===== src/rtl/noc_pkg.sv =====
// Shared NoC router definitions used by the output buffers and the routing stage.
// Latency: n/a (types and constants only).
// Backpressure: n/a.
package noc_pkg;

    // Output-buffer geometry; OB_DEPTH must stay equal to 2**OB_WIDTH so the
    // pointers can wrap by plain binary overflow.
    localparam int OB_WIDTH  = 3;
    localparam int OB_DEPTH  = 1 << OB_WIDTH;
    localparam int FLIT_SIZE = 40;

    // One-hot output direction, shared with the routing stage's port select.
    typedef enum logic [3:0] {
        DIR_E = 4'b0001,
        DIR_W = 4'b0010,
        DIR_S = 4'b0100,
        DIR_L = 4'b1000
    } dir_e;

    // Occupancy width needed to represent 0..depth inclusive.
    function automatic int occ_width(input int ptr_width);
        return ptr_width + 1;
    endfunction

endpackage


===== src/rtl/ob_tx_mem.sv =====
// Flit storage for the output buffer: one synchronous write port, one async read port.
// Latency: write visible on rd_data the cycle after the write edge; read is combinational.
// Backpressure: none here; the controller in ob_tx decides when writes happen.
//
// Ports: clk, wr_en/wr_addr/wr_data (write port), rd_addr/rd_data (read port).
// The array is deliberately not reset; validity is tracked by the controller.
module ob_tx_mem #(
    parameter int DEPTH    = 8,
    parameter int WIDTH    = 3,
    parameter int DATASIZE = 40
) (
    input  logic                clk,
    input  logic                wr_en,
    input  logic [WIDTH-1:0]    wr_addr,
    input  logic [DATASIZE-1:0] wr_data,
    input  logic [WIDTH-1:0]    rd_addr,
    output logic [DATASIZE-1:0] rd_data
);

    logic [DATASIZE-1:0] mem [DEPTH];

    always_ff @(posedge clk) begin
        if (wr_en) begin
            mem[wr_addr] <= wr_data;
        end
    end

    assign rd_data = mem[rd_addr];

endmodule


===== src/rtl/ob_tx.sv =====
// Per-direction router output buffer: FIFO of flits toward the neighbour router.
// Latency: one cycle from accepted write to data_out/valid_out (no bypass).
// Backpressure: ready_out drops when full; head flit holds while ready_in is low.
//
// Ports: ob_clk, rst (sync, active-high); data_in/valid_in/ready_out from the
// crossbar; data_out/valid_out/ready_in toward the neighbour; pressure_out is the
// registered occupancy used for adaptive routing. Instantiated once per E/W/S/L.
module ob_tx
    import noc_pkg::*;
#(
    parameter int DEPTH    = OB_DEPTH,
    parameter int WIDTH    = OB_WIDTH,
    parameter int DATASIZE = FLIT_SIZE
) (
    input  logic                ob_clk,
    input  logic                rst,
    input  logic [DATASIZE-1:0] data_in,
    input  logic                valid_in,
    output logic                ready_out,
    output logic [DATASIZE-1:0] data_out,
    output logic                valid_out,
    input  logic                ready_in,
    output logic [WIDTH:0]      pressure_out
);

    localparam logic [WIDTH:0]   COUNT_FULL = (WIDTH+1)'(DEPTH);
    localparam logic [WIDTH:0]   COUNT_ONE  = (WIDTH+1)'(1);
    localparam logic [WIDTH-1:0] PTR_ONE    = WIDTH'(1);

    logic [WIDTH-1:0]    wr_ptr;
    logic [WIDTH-1:0]    rd_ptr;
    logic [WIDTH:0]      count;
    logic                wr_en;
    logic                rd_en;
    logic [DATASIZE-1:0] head_data;

    // Handshake outputs depend only on the registered count, so there is no
    // combinational path from valid_in/ready_in to ready_out/valid_out.
    assign ready_out    = (count != COUNT_FULL);
    assign valid_out    = (count != '0);
    assign pressure_out = count;

    // Gating with ready_out/valid_out makes a write into a full buffer and a
    // read from an empty one no-ops, even if the other side transfers.
    assign wr_en = valid_in && ready_out;
    assign rd_en = valid_out && ready_in;

    ob_tx_mem #(
        .DEPTH    (DEPTH),
        .WIDTH    (WIDTH),
        .DATASIZE (DATASIZE)
    ) u_mem (
        .clk     (ob_clk),
        .wr_en   (wr_en),
        .wr_addr (wr_ptr),
        .wr_data (data_in),
        .rd_addr (rd_ptr),
        .rd_data (head_data)
    );

    // Stale array contents are masked so an empty buffer always shows zero.
    assign data_out = valid_out ? head_data : '0;

    // Pointers wrap DEPTH-1 -> 0 by WIDTH-bit overflow (DEPTH == 2**WIDTH).
    always_ff @(posedge ob_clk) begin
        if (rst) begin
            wr_ptr <= '0;
            rd_ptr <= '0;
            count  <= '0;
        end else begin
            if (wr_en) begin
                wr_ptr <= wr_ptr + PTR_ONE;
            end
            if (rd_en) begin
                rd_ptr <= rd_ptr + PTR_ONE;
            end
            case ({wr_en, rd_en})
                2'b10:   count <= count + COUNT_ONE;
                2'b01:   count <= count - COUNT_ONE;
                default: count <= count;
            endcase
        end
    end

endmodule


===== config.mk =====
export PLATFORM = sky130hd
export DESIGN_NAME = ob_tx
export DESIGN_NICKNAME = d
export VERILOG_FILES = /design/src/rtl/noc_pkg.sv /design/src/rtl/ob_tx_mem.sv /design/src/rtl/ob_tx.sv
export SDC_FILE = /design/constraint.sdc
export NUM_CORES = 1
export LEC_CHECK = 0
export BUFFER_PORTS_ARGS = -buffer_cell sky130_fd_sc_hd__buf_2
export CAP_MARGIN = 20
export CORE_UTILIZATION = 35
export DETAILED_ROUTE_END_ITERATION = 10
export GPL_TIMING_DRIVEN = 0
export PLACE_DENSITY_LB_ADDON = 0.1
export SYNTH_ARGS = -nofsm -noshare
export SYNTH_HDL_FRONTEND = slang
export SYNTH_HIERARCHICAL = 1
export SYNTH_SLANG_ARGS = --single-unit

===== constraint.sdc =====
create_clock -name ob_clk -period 11.9 [get_ports ob_clk]
set_clock_uncertainty 0.05 [all_clocks]
set_input_delay 0.595 -clock ob_clk [delete_from_list [all_inputs] [get_ports ob_clk]]
set_output_delay 0.595 -clock ob_clk [all_outputs]
set_load 0.005 [all_outputs]

==> run_results.csv <==
group,metric,value,unit
grt,grt_use_total,15.1,%
routing,wirelength,28.7,mm
worst_setup_path,rr_worst_depth,10,
min_path,whs_path_depth,1,
sta,slew-limit-headroom,36.3,%
final_layout,final_nets,771,
floorplanning,start_util,35.7,%
worst_setup_path,cp.required,11.26,ns
floorplanning,die_w,196,um
pwr,p_per_area,203,nW/um2
worst_setup_path,arrival,2.77,ns
clock_network,clk_pin_slew,0.05,ns
worst_setup_path,crit_fanout,10,
synth,synth_edf_count,320,
floorplanning,die-height,196,um
grt,grt_pass1_wl,41.8,mm
pwr,power_frac_seq,42.9,%
worst_setup_path,rr_startpoint,"pressure_out[0]$_SDFFE_PP0P_",
synth,postSynthCellCount,577,
synth,yosys_warnings,6,
grt,grt_pass1_vias,6459,
grt,grt_max_degree,23,
sta,final_max_slew_viol_count,0,
clock_network,hold_buffers,0,
worst_setup_path,r2r_end,"pressure_out[3]$_SDFFE_PP0P_",
pwr,ir_drop,0.0805,mV
worst_setup_path,start_kind,"flop",
clock_network,cts_buffer_depth,3,
worst_setup_path,reg2reg_setup_slack,8.86,ns
synth,syn_area,13200,um2
final_layout,seq_area,9810,um2
synth,synth_top_cell_by_area,"edfxtp_1",
placed_design,gp_congestion,0.700,
min_path,hp-class,"primary input to flop",
final_layout,multi_input_area,3200,um2
synth,async_flop_share,0,%
final_layout,layout_commonest_cell,"edfxtp_1",
worst_setup_path,path_class,"flop to output pin",
grt,antenna_found_initial,2,
floorplanning,die-area,38400,um2
status,status,"completed",
clock_network,htree_levels,2,
synth,syn_nets,627,
sta,timing.fmax,293,MHz
clock_network,post_cts_resized,0,
floorplanning,ioPinCount,90,
placed_design,port-buffer-count,88,
final_layout,drive_gt1_share,29.0,%
synth,synth_top_flop_cell,"edfxtp_1",
routing,first_iter_violations,328,
pwr,leakage,5.21,nW
routing,drt-vias-per-instance,5.03,
final_layout,areaGrowthSynthToFinish,18.9,%
sta,worstMarginPinSlew,0.954,ns
job,drv_cap,0,
synth,synth_seq_cells,330,
sta,final.period_utilization,28.7,%
pwr,internal-power,0.00235,W
sta,setup_violations,0,
pwr,p_sw_share,26.0,%
final_layout,final_cell_mix,"edfxtp_1 (320), buf_2 (90), mux4_1 (80)",
clock_network,cts_tree,"yes",
synth,avgSynthCellArea,22.8,um2
floorplanning,rows,70,
pwr,finalPower,0.00317,W
final_layout,n_fill_cell,3217,
floorplanning,core_area,36800,um2
pwr,p_clk_share,32.8,%
routing,drc,0,
sta,grt_setup_unrepaired,"false",
routing,first_pass_iters,4,
sta,fin_hold_ws,0.303,ns
synth,yosysSeqAreaShare,74.6,%
grt,grt.overflow.total,0,
clock_network,cts_setup_buffers,0,
sta,hold_violations,0,
clock_network,clk_latency,0.50,ns
placed_design,post-dp-hpwl,17.9,mm
worst_setup_path,crit_end,"data_out[36]",
pwr,comb_power_share,24.3,%
routing,drtAntennaViolNets,0,
clock_network,cts.sinks,330,
worst_setup_path,cp-end-kind,"output pin",
sta,finalWorstSetupSlack,8.49,ns
sta,timing.final.crit_period,3.41,ns
synth,synth.area.top_cells,"edfxtp_1 (73%), mux4_1 (16%), mux2_2 (3.4%)",
sta,tns,0,ns
worst_setup_path,startpoint,"rd_ptr[2]$_SDFFE_PP0P_",
routing,wire_per_inst,23.6,um
clock_network,cts_inserted_buffers,36,
synth,ys_types,26,
routing,vias,6113,
clock_network,cts_root_buffer,"clkbuf_16",
synth,yosys.area.top_type_share,73.1,%
placed_design,place_ws,8.89,ns
pwr,switchingPower,0.000824,W
## state kept, by name (all words and copies together), names as in the netlist
register and flops:
pressure_out 4, rd_ptr 3, wr_ptr 3, u_mem/mem 320
## metrics by stage
step	cells	util (%)	instance area, um2
floorplan	577	-	13200
global placement	1133	38.5	14200
detailed placement	1151	39.5	14500
CTS	1214	42.5	15600
global route	1214	42.5	15600
finish	1216	42.5	15600
## kinds of logic (layout without fill, tap and decap cells)
group | Yosys count | count (layout) | synth area share, %
mux | 121 | 121 | 19.5
flops | 330 | 330 | 74.6
buf+inv | 33 | 202 | 1.47
xor+xnor | 6 | 6 | 0.400
compound gates | 7 | 7 | 0.285
simple gates | 74 | 74 | 3.13
fa+ha+maj | 6 | 6 | 0.628
other cells | 0 | 2 | 0
## layer usage
layer,global-route usage [%],wire length (um),share of wire [%],vias to the layer above
li1,-,-,-,2745
met1,19.3,12300,43,3206
met2,26.6,14700,51,111
met3,2.75,1250,4.3,49
met4,4.08,568,2.0,2
met5,0,13,0.045,-
## synthesized netlist by cell type (all sizes together), types with 2 or more instances
master / number
nand3: 4
clkbuf: 17
mux2: 40
dfxtp: 10
a21oi: 6
xor2: 5
nor3: 2
inv: 4
mux4: 80
buf: 12
or4: 2
nand2: 4
nor2: 16
edfxtp: 320
ha: 5
and2: 41
nand2b: 3
## power by group through the flow
stage | sequential, W | combinational, W | clock [W]
finish | 0.00136 | 0.000770 | 0.00104
detailed placement | 0.00139 | 0.000792 | 0
global placement | 0.00139 | 0.000759 | 0
CTS | 0.00136 | 0.000796 | 0.00107
floorplan | 0.00138 | 0.000478 | 0
global route | 0.00137 | 0.000836 | 0.00111
## area by class of cell
cell class	count	share of cell area, %
clock inverters	17	0.952
multi-input cells	214	20.5
clock buffers	46	6.14
inverters	4	0.0960
repair buffers	106	4.68
flip-flops and latches	330	62.7
diodes	2	0.0320
well taps	468	3.74
plain buffers	29	1.14
## critical path, stage by stage, from the launching register on
cell      delay, ns
dfxtp_1        0.34
clkbuf_1       0.33
clkbuf_1       0.63
mux4_1         0.40
mux2_2         0.27
and2_1         0.17
buf_2          0.14
## worst min path at each step
stage	start	end	slack [ns]
after floorplan	rd_ptr[2]$_SDFFE_PP0P_	rd_ptr[2]$_SDFFE_PP0P_	0.43
after global placement	pressure_out[3]$_SDFFE_PP0P_	pressure_out[3]$_SDFFE_PP0P_	0.44
after detailed placement	rd_ptr[2]$_SDFFE_PP0P_	rd_ptr[2]$_SDFFE_PP0P_	0.47
after CTS	data_in[9]	u_mem/mem[5][9]$_DFFE_PP_	0.28
after global routing	data_in[18]	u_mem/mem[3][18]$_DFFE_PP_	0.30
final	data_in[1]	u_mem/mem[3][1]$_DFFE_PP_	0.30
No activity file was read; power rests on OpenSTA's default activity.
